--- config.mk ---
export PLATFORM = sky130hd
export DESIGN_NAME = sample_player
export DESIGN_NICKNAME = d
export VERILOG_FILES = /design/src/rtl/audio_pkg.sv /design/src/rtl/sample_fifo.sv /design/src/rtl/sample_player.sv
export SDC_FILE = /design/constraint.sdc
export NUM_CORES = 1
export LEC_CHECK = 0
export ABC_AREA = 1
export CORE_MARGIN = 2
export CORE_UTILIZATION = 62
export CTS_BUF_LIST = sky130_fd_sc_hd__clkbuf_8
export DETAILED_ROUTE_END_ITERATION = 10
export PLACE_DENSITY = 0.83
export SETUP_SLACK_MARGIN = 0.15
export SLEW_MARGIN = 15
export SYNTH_ARGS = -nofsm -noshare
export SYNTH_HDL_FRONTEND = slang
export SYNTH_SLANG_ARGS = --single-unit
--- constraint.sdc ---
create_clock -name clk -period 2.8 [get_ports clk]
set_input_delay 0.28 -clock clk [delete_from_list [all_inputs] [get_ports clk]]
set_output_delay 0.28 -clock clk [all_outputs]
set_load 0.02 [all_outputs]
--- src/rtl/audio_pkg.sv ---
// Shared audio definitions for the sample path.
//   SAMPLE_W     - sample and PWM resolution in bits
//   MIDSCALE     - duty used for silence when no sample is available
//   sample_t     - unsigned audio sample
//   UNDERRUN_MAX - saturation value of the underrun counter
package audio_pkg;

  localparam int unsigned SAMPLE_W = 8;

  typedef logic [SAMPLE_W-1:0] sample_t;

  localparam sample_t    MIDSCALE     = 8'd128;
  localparam logic [7:0] UNDERRUN_MAX = 8'd255;

endpackage

--- src/rtl/sample_fifo.sv ---
// Synchronous FIFO for audio samples.
//   clk    - system clock
//   n_rst  - synchronous active-high reset, empties the FIFO
//   push   - write wdata (ignored when full)
//   wdata  - data to write
//   pop    - advance the head (ignored when empty)
//   rdata  - head entry, valid while !empty
//   full   - no free entries
//   empty  - no entries
//   fill   - current occupancy
module sample_fifo #(
  parameter int unsigned DEPTH = 4,
  parameter int unsigned WIDTH = 8
) (
  input  logic                         clk,
  input  logic                         n_rst,
  input  logic                         push,
  input  logic [WIDTH-1:0]             wdata,
  input  logic                         pop,
  output logic [WIDTH-1:0]             rdata,
  output logic                         full,
  output logic                         empty,
  output logic [$clog2(DEPTH+1)-1:0]   fill
);

  localparam int unsigned PtrW  = $clog2(DEPTH);
  localparam int unsigned FillW = $clog2(DEPTH+1);

  logic [WIDTH-1:0] mem_q [DEPTH];
  logic [PtrW-1:0]  wr_ptr_q, rd_ptr_q;
  logic [FillW-1:0] fill_q;
  logic             do_push, do_pop;

  // Occupancy counter disambiguates full from empty when pointers coincide.
  assign empty   = (fill_q == '0);
  assign full    = (fill_q == FillW'(DEPTH));
  assign do_push = push && !full;
  assign do_pop  = pop && !empty;
  assign rdata   = mem_q[rd_ptr_q];
  assign fill    = fill_q;

  // Storage carries no reset; stale entries are unreachable once fill is zero.
  always_ff @(posedge clk) begin
    if (do_push && !n_rst) begin
      mem_q[wr_ptr_q] <= wdata;
    end
  end

  always_ff @(posedge clk) begin
    if (n_rst) begin
      wr_ptr_q <= '0;
      rd_ptr_q <= '0;
      fill_q   <= '0;
    end else begin
      if (do_push) wr_ptr_q <= wr_ptr_q + 1'b1;
      if (do_pop)  rd_ptr_q <= rd_ptr_q + 1'b1;
      unique case ({do_push, do_pop})
        2'b10:   fill_q <= fill_q + 1'b1;
        2'b01:   fill_q <= fill_q - 1'b1;
        default: fill_q <= fill_q;
      endcase
    end
  end

endmodule

--- src/rtl/sample_player.sv ---
// Sample player: buffers mixer samples and renders one per sample strobe as
// single-bit PWM, flagging strobes that find the buffer empty.
//   clk          - system clock
//   n_rst        - synchronous active-high reset
//   sample_now   - one-cycle sample strobe (nominally every 256 clk)
//   wr_data      - unsigned sample from the mixer
//   wr_valid     - wr_data valid
//   wr_ready     - FIFO can accept a push
//   fill         - current FIFO occupancy
//   pwm_out      - PWM audio output
//   underrun     - one-cycle pulse after a strobe hit an empty FIFO
//   underrun_cnt - saturating underrun count
module sample_player #(
  parameter int unsigned DEPTH    = 4,
  parameter int unsigned SAMPLE_W = 8   // fixed at 8 in this revision
) (
  input  logic                        clk,
  input  logic                        n_rst,
  input  logic                        sample_now,
  input  logic [SAMPLE_W-1:0]         wr_data,
  input  logic                        wr_valid,
  output logic                        wr_ready,
  output logic [$clog2(DEPTH+1)-1:0]  fill,
  output logic                        pwm_out,
  output logic                        underrun,
  output logic [7:0]                  underrun_cnt
);

  import audio_pkg::*;

  logic    fifo_full, fifo_empty;
  sample_t head;
  logic    push, pop, ur_event;

  sample_t    duty_q, duty_d;
  sample_t    pwm_cnt_q, pwm_cnt_d;
  logic       underrun_q, underrun_d;
  logic [7:0] ur_cnt_q, ur_cnt_d;

  // Ready comes from registered state only, so it never depends on wr_valid.
  assign wr_ready = !fifo_full && !n_rst;
  assign push     = wr_valid && wr_ready;
  assign pop      = sample_now && !fifo_empty && !n_rst;
  // A push landing on the same edge does not rescue an empty FIFO (no bypass).
  assign ur_event = sample_now && fifo_empty && !n_rst;

  sample_fifo #(
    .DEPTH (DEPTH),
    .WIDTH (SAMPLE_W)
  ) u_fifo (
    .clk   (clk),
    .n_rst (n_rst),
    .push  (push),
    .wdata (wr_data),
    .pop   (pop),
    .rdata (head),
    .full  (fifo_full),
    .empty (fifo_empty),
    .fill  (fill)
  );

  always_comb begin
    duty_d     = duty_q;
    pwm_cnt_d  = pwm_cnt_q + 1'b1;
    underrun_d = ur_event;
    ur_cnt_d   = ur_cnt_q;
    if (pop) begin
      duty_d = head;
    end else if (ur_event) begin
      duty_d = MIDSCALE;
    end
    // Every strobe restarts the frame, whatever the strobe period.
    if (sample_now) begin
      pwm_cnt_d = '0;
    end
    if (ur_event && (ur_cnt_q != UNDERRUN_MAX)) begin
      ur_cnt_d = ur_cnt_q + 8'd1;
    end
  end

  always_ff @(posedge clk) begin
    if (n_rst) begin
      duty_q     <= MIDSCALE;
      pwm_cnt_q  <= '0;
      underrun_q <= 1'b0;
      ur_cnt_q   <= '0;
    end else begin
      duty_q     <= duty_d;
      pwm_cnt_q  <= pwm_cnt_d;
      underrun_q <= underrun_d;
      ur_cnt_q   <= ur_cnt_d;
    end
  end

  assign pwm_out      = !n_rst && (pwm_cnt_q < duty_q);
  assign underrun     = underrun_q;
  assign underrun_cnt = ur_cnt_q;

endmodule

# ---- Yosys cells after proc, flatten, opt, wreduce, memory -nomap -nowiden
# Memories as Yosys holds them, arrays and structs flattened. A register that Yosys moved wholly into a read port is not among the register bits.
# Cells that the tools add are included.
dict set report classes {
  add_sub_neg 6
  mul 0
  div_mod_pow 0
  n_lt_le_gt_ge 1
  eq_ne 4
  shift 0
  mux 7
  bitwise_logic 0
  reduce_logical 18
}
# cell n
set op_table {}
lappend op_table {{8-bit by 1-bit adder with 8-bit output (second input constant)} 2}
lappend op_table {{8-bit 2-to-1 mux} 2}
lappend op_table {{1-bit logical AND} 11}
lappend op_table {{8-bit less-than comparator} 1}
lappend op_table {{8-bit inequality test (second input constant)} 1}
lappend op_table {{3-bit one-hot mux with 2 select lines} 1}
lappend op_table {{2-bit by 1-bit adder with 2-bit output (second input constant)} 2}
lappend op_table {{2-bit 2-to-1 mux} 2}
lappend op_table {{2-bit nonzero test} 2}
lappend op_table {{3-bit by 1-bit adder with 3-bit output (second input constant)} 1}
lappend op_table {{3-bit == test (second input constant)} 1}
lappend op_table {{1-bit zero test} 3}
lappend op_table {{3-bit zero test} 1}
lappend op_table {{3-bit by 1-bit subtractor with 3-bit output (second input constant)} 1}
lappend op_table {{2-bit by 1-bit == test with 1-bit output (second input constant)} 1}
lappend op_table {{2-bit == test (second input constant)} 1}
lappend op_table {{1-bit 2-to-1 mux} 2}
lappend op_table {{2-bit OR reduction} 1}
dict set report word_totals {
  register_bits 32
  latch_bits 0
  ram_bits 32
  romBits 0
  input_bits 12
  output_inout_bits 14
  elab_cells 44
  memories 1
}
# name depth width read_ports rd_clocked_by_memory_dff write_ports line_no
set mem_list {}
lappend mem_list {u_fifo.mem_q 4 8 1 1 1 sample_fifo.sv:29} ;# logic [WIDTH-1:0] mem_q [DEPTH];

# ---- Longest topological paths before layout
dict set report logic_depth {
  ltp_word 8
  depth_mapped 13
  ltp_nobuf 11
}

# ---- Modules after synthesis
# From an unflattened synthesis, not the netlist that was laid out.
dict set report unflattened {
  hier_cells 331
  area_unflattened_um2 3025.4
}
# mod instances cells_each area_each_um2 seq_area_each_um2
set by_module_without_submodules {}
lappend by_module_without_submodules {sample_fifo 1 151 1707.9 1141.1}
lappend by_module_without_submodules {sample_player 1 180 1317.5 500.5}

# ---- Worst setup path after synthesis
# No wires, ideal clock.
dict set report synth_path {
  kind {reg2reg}
  start {register u_fifo.fill_q[2] (netlist: u_fifo.fill[2])}
  end {register u_fifo.fill_q[2] (netlist: u_fifo.fill[2])}
  setup_ps 113
  arrival_ps 1916
  t_required_ps 2687
  path_slack_ps 771
  stages_incl_launch_ff 11
  synth_period_minus_slack_ps 2029
  cell_sequence {dfxtp_1 -> inv_1 -> a21oi_4 -> buf_4 -> ha_1 -> inv_1 -> fa_1 -> a21oi_1 -> o21ai_0 -> nor2_1 -> nor2_1}
}
dict set report synth_via {
  elab_chain_cells 7
  elab_cells_between_ends 16
  classes_between {add/sub: 2; eq/ne: 3; mux: 1; reduce/logical: 10}
}
# item line_no
set synth_rtl {}
lappend synth_rtl {{from (decl)} sample_fifo.sv:31} ;# logic [FillW-1:0] fill_q;
lappend synth_rtl {{from (signal assigned)} sample_fifo.sv:58} ;# 2'b10: fill_q <= fill_q + 1'b1;
lappend synth_rtl {{from (signal assigned)} sample_fifo.sv:59} ;# 2'b01: fill_q <= fill_q - 1'b1;
lappend synth_rtl {{from (signal assigned)} sample_fifo.sv:60} ;# default: fill_q <= fill_q;
lappend synth_rtl {{3-bit zero test *} sample_fifo.sv:35} ;# assign empty = (fill_q == '0);
lappend synth_rtl {{1-bit zero test *} {sample_fifo.sv:38, sample_player.sv:43}}
lappend synth_rtl {{1-bit logical AND (2 in a row)} sample_player.sv:43} ;# assign pop = sample_now && !fifo_empty && !n_rst;
lappend synth_rtl {{1-bit logical AND *} sample_fifo.sv:38} ;# assign do_pop = pop && !empty;
lappend synth_rtl {{net u_fifo.do_pop} sample_fifo.sv:32} ;# logic do_push, do_pop;
lappend synth_rtl {{2-bit by 1-bit == test with 1-bit output / 2-bit == test (equally long branches)} sample_fifo.sv:57} ;# unique case ({do_push, do_pop})
lappend synth_rtl {{3-bit one-hot mux with 2 select lines / 2-bit nonzero test (equally long branches)} n/a}
# The timed path passes the listed nets; every way through them passes the cells marked *.
# A chain may end at the register's enable or synchronous reset.

# ---- Final worst setup path
dict set report layout_path {
  start {register duty_q[7]}
  end {output port pwm_out}
}
dict set report layout_via {
  elab_chain_cells 2
}
# item line_no
set layout_rtl {}
lappend layout_rtl {{from (decl)} sample_player.sv:35} ;# sample_t duty_q, duty_d;
lappend layout_rtl {{from (signal assigned)} sample_player.sv:88} ;# duty_q <= duty_d;
lappend layout_rtl {{8-bit less-than comparator} sample_player.sv:95} ;# assign pwm_out = !n_rst && (pwm_cnt_q < duty_q);
lappend layout_rtl {{1-bit logical AND} sample_player.sv:95}
lappend layout_rtl {{to (decl)} sample_player.sv:24} ;# output logic pwm_out,
# No other way between the ends.

==> impl_metrics.json <==
{
  "slowest_delay_ns": 0.60,
  "gr-usage-met3": 0.0622,
  "crit_type": "reg2out",
  "cts_hold_buf": 0,
  "setup_viol": 0,
  "grt_usage": 0.239,
  "pre_cts_ws_ns": 0.508,
  "ys_ff_latch": 66,
  "antennaDiodeCount": 0,
  "power.density_mw_per_mm2": 585,
  "hpwl_um": 4000,
  "cp_slowest_cell": "clkdlybuf4s50_1",
  "cts_tree": "done",
  "die-area_sq_mm": 0.00532,
  "viasPerCell": 5.33,
  "drv_slew": 0,
  "grtUsageMet2": 0.404,
  "yosysSeqAreaShare": 0.557,
  "final_layout_size_suffix_gt1_frac": 0.110,
  "grt_pass1_wl_um": 9430,
  "clockBufferDepth": 2,
  "wl_um": 5810,
  "status": "finished clean",
  "avgSynthCellArea_sq_um": 9.36,
  "grt_pass1_vias": 2141,
  "peakVddDrop_v": 0.000327,
  "grt_overflow": 0,
  "cts_setup_buffers": 0,
  "worstHoldEndpoint": "pwm_cnt_q[0]",
  "rr_endpoint": "u_fifo.fill[2]",
  "drt_iter0_markers": 192,
  "cts-htree-levels": 3,
  "antenna_found_initial": 0,
  "min_from": "pwm_cnt_q[0]",
  "fin_cells": 410,
  "crit_path_cell_trace": "inv_1 -> ha_1 -> a21oi_1 -> o21a_1 -> nand2_1 -> nor2_1 -> clkdlybuf4s50_1",
  "cts_inserted_buffers": 9,
  "critical_path_peak_fanout": 2,
  "clkLatencyLatePin_ns": 0.33,
  "rows": 25,
  "clock-sinks": 66,
  "ctsResizeCount": 0,
  "ys_types": 28,
  "reg2reg_slack_ns": 0.84,
  "synth_edf_count": 32,
  "start_util": 0.633,
  "cp-end-kind": "output port",
  "wire_per_inst_um": 14.2,
  "pin_count": 26,
  "path_buf_inv": 2,
  "hold_path_class": "reg2reg",
  "yosys_warnings": 0,
  "firstDrtPassIters": 4,
  "fin_skew_ns": 0.00961,
  "leakage_nw": 1.35,
  "dieHeight_um": 73.0,
  "drcViolationCount": 0,
  "period_needed_ns": 2.43,
  "ant_nets": 0,
  "slew_headroom": 0.625,
  "max_cap_violations": 0,
  "coreArea_sq_mm": 0.00466,
  "routabilityCongestion": 0.767,
  "r2r_cells": 10,
  "worst_slew_pin_slew_ns": 0.560,
  "syn_inst": 315,
  "areaGrowthSynthToFinish_pct": 17.3,
  "portBuffers": 25,
  "num-nets-final": 378,
  "hold_path_depth": 1,
  "grt_max_degree": 18,
  "period_share": 0.869,
  "finalHoldViolCount": 0,
  "async_flop_share": 0,
  "setup.worst_path.start_class": "register",
  "syn_nets": 342,
  "dp_cells": 394,
  "grtUsageMet1": 0.288,
  "crit_required_ns": 2.52,
  "fmax_ghz": 0.411,
  "cp_top_family": "buffers and inverters",
  "ys.flop_type": "dfxtp_1",
  "cts-root-buf": "clkbuf_8",
  "clkTransAtPathRegs_ns": 0.07,
  "via_count": 2187,
  "r2r-start": "u_fifo.fill[1]",
  "busiest_layer": "met2",
  "rsz0062_at_grt": "false",
  "totalNegativeSetupSlack_ns": 0,
  "cp.arrival_ns": 2.15,
  "die_w_um": 73.0,
  "fin_ws_ns": 0.368,
  "synthesis.area_sq_mm": 0.00295
}
==> area by class of cell <==
class                   instances  area (sq um)
clock buffers                   9           124
multi-input cells             204          1110
clock inverters                 7          61.3
inverters                      38           148
flip-flops and latches         66          1640
fillers                       318          1200
repair buffers                 32           303
well taps                      54          67.6
==> synth_stat cells, types with 4 or more instances <==
| library cell | count | area share |
|---|---|---|
| a21oi_1 | 18 | 0.031 |
| buf_2 | 4 | 0.0068 |
| dfxtp_1 | 34 | 0.23 |
| edfxtp_1 | 32 | 0.33 |
| ha_1 | 14 | 0.059 |
| inv_1 | 35 | 0.045 |
| nand2_1 | 65 | 0.083 |
| nand2_2 | 4 | 0.0085 |
| nand3_1 | 31 | 0.053 |
| nor2_1 | 32 | 0.041 |
| o21ai_0 | 18 | 0.031 |
==> placed cells by master, fill, tap and decap left out <==
cell and count:
a21oi_1 18, a21oi_2 2, a21oi_4 1, buf_4 7
bufinv_16 1, clkbuf_8 9, clkdlybuf4s50_1 25, clkinv_1 1
clkinv_2 3, clkinv_4 1, dfxtp_1 34, edfxtp_1 32
fa_1 1, ha_1 14, inv_1 36, inv_2 1
inv_4 2, nand2_1 65, nand2_2 4, nand2_4 3
nand3_1 31, nand3_2 1, nand4_1 3, nor2_1 32
nor2_2 1, nor2_4 2, nor2_8 1, nor3_1 2
o21a_1 1, o21ai_0 18, o21ai_1 1, xor2_1 3
==> power by group <==
part           total [mW]  switching [mW]  internal, mW  leakage, nW
combinational       0.208           0.128        0.0802        0.686
clock               0.752           0.351         0.402        0.102
sequential           1.06          0.0196          1.04        0.567
==> through the flow <==
step	power (mW)	hold slack, ns	instance area, sq um	utilization
finish	2.02	0.467	3460	0.742
global route	2.10	0.499	3460	0.742
CTS	2.04	0.471	3460	0.742
detailed placement	1.29	0.456	3270	0.702
global placement	1.28	0.443	3270	0.702
floorplan	1.21	0.379	2950	-
==> registers in the layout (all words and copies together), names as in the netlist, named ones only <==
signal	count
u_fifo.mem_q	32
underrun	1
u_fifo.wr_ptr_q	2
u_fifo.fill	3
u_fifo.rd_ptr_q	2
pwm_cnt_q	8
duty_q	8
underrun_cnt	8
==> per-layer routing <==
metal,vias to the layer above,wire length (um)
met4,0,93
met2,51,2990
li1,1112,-
met1,1012,2470
met3,12,255
met5,-,0
==> logic make-up after synthesis <==
family / synth area share
compound gates: 0.0768
xor+xnor: 0.00891
fa+ha+maj: 0.0662
buf+inv: 0.0658
flops: 0.557
simple gates: 0.226
==> worst max-delay path by stage <==
stage / from / to / slack (ns) / cells past startpoint
after floorplan: u_fifo.fill[2] / u_fifo.fill[2] / 0.77 / 10
after global placement: n_rst / u_fifo.fill[2] / 0.59 / 11
after detailed placement: n_rst / u_fifo.fill[2] / 0.51 / 11
after CTS: duty_q[7] / pwm_out / 0.39 / 7
after global routing: duty_q[7] / pwm_out / 0.22 / 7
final: duty_q[7] / pwm_out / 0.37 / 7
Note: power is estimated with default switching activity, not from simulation.
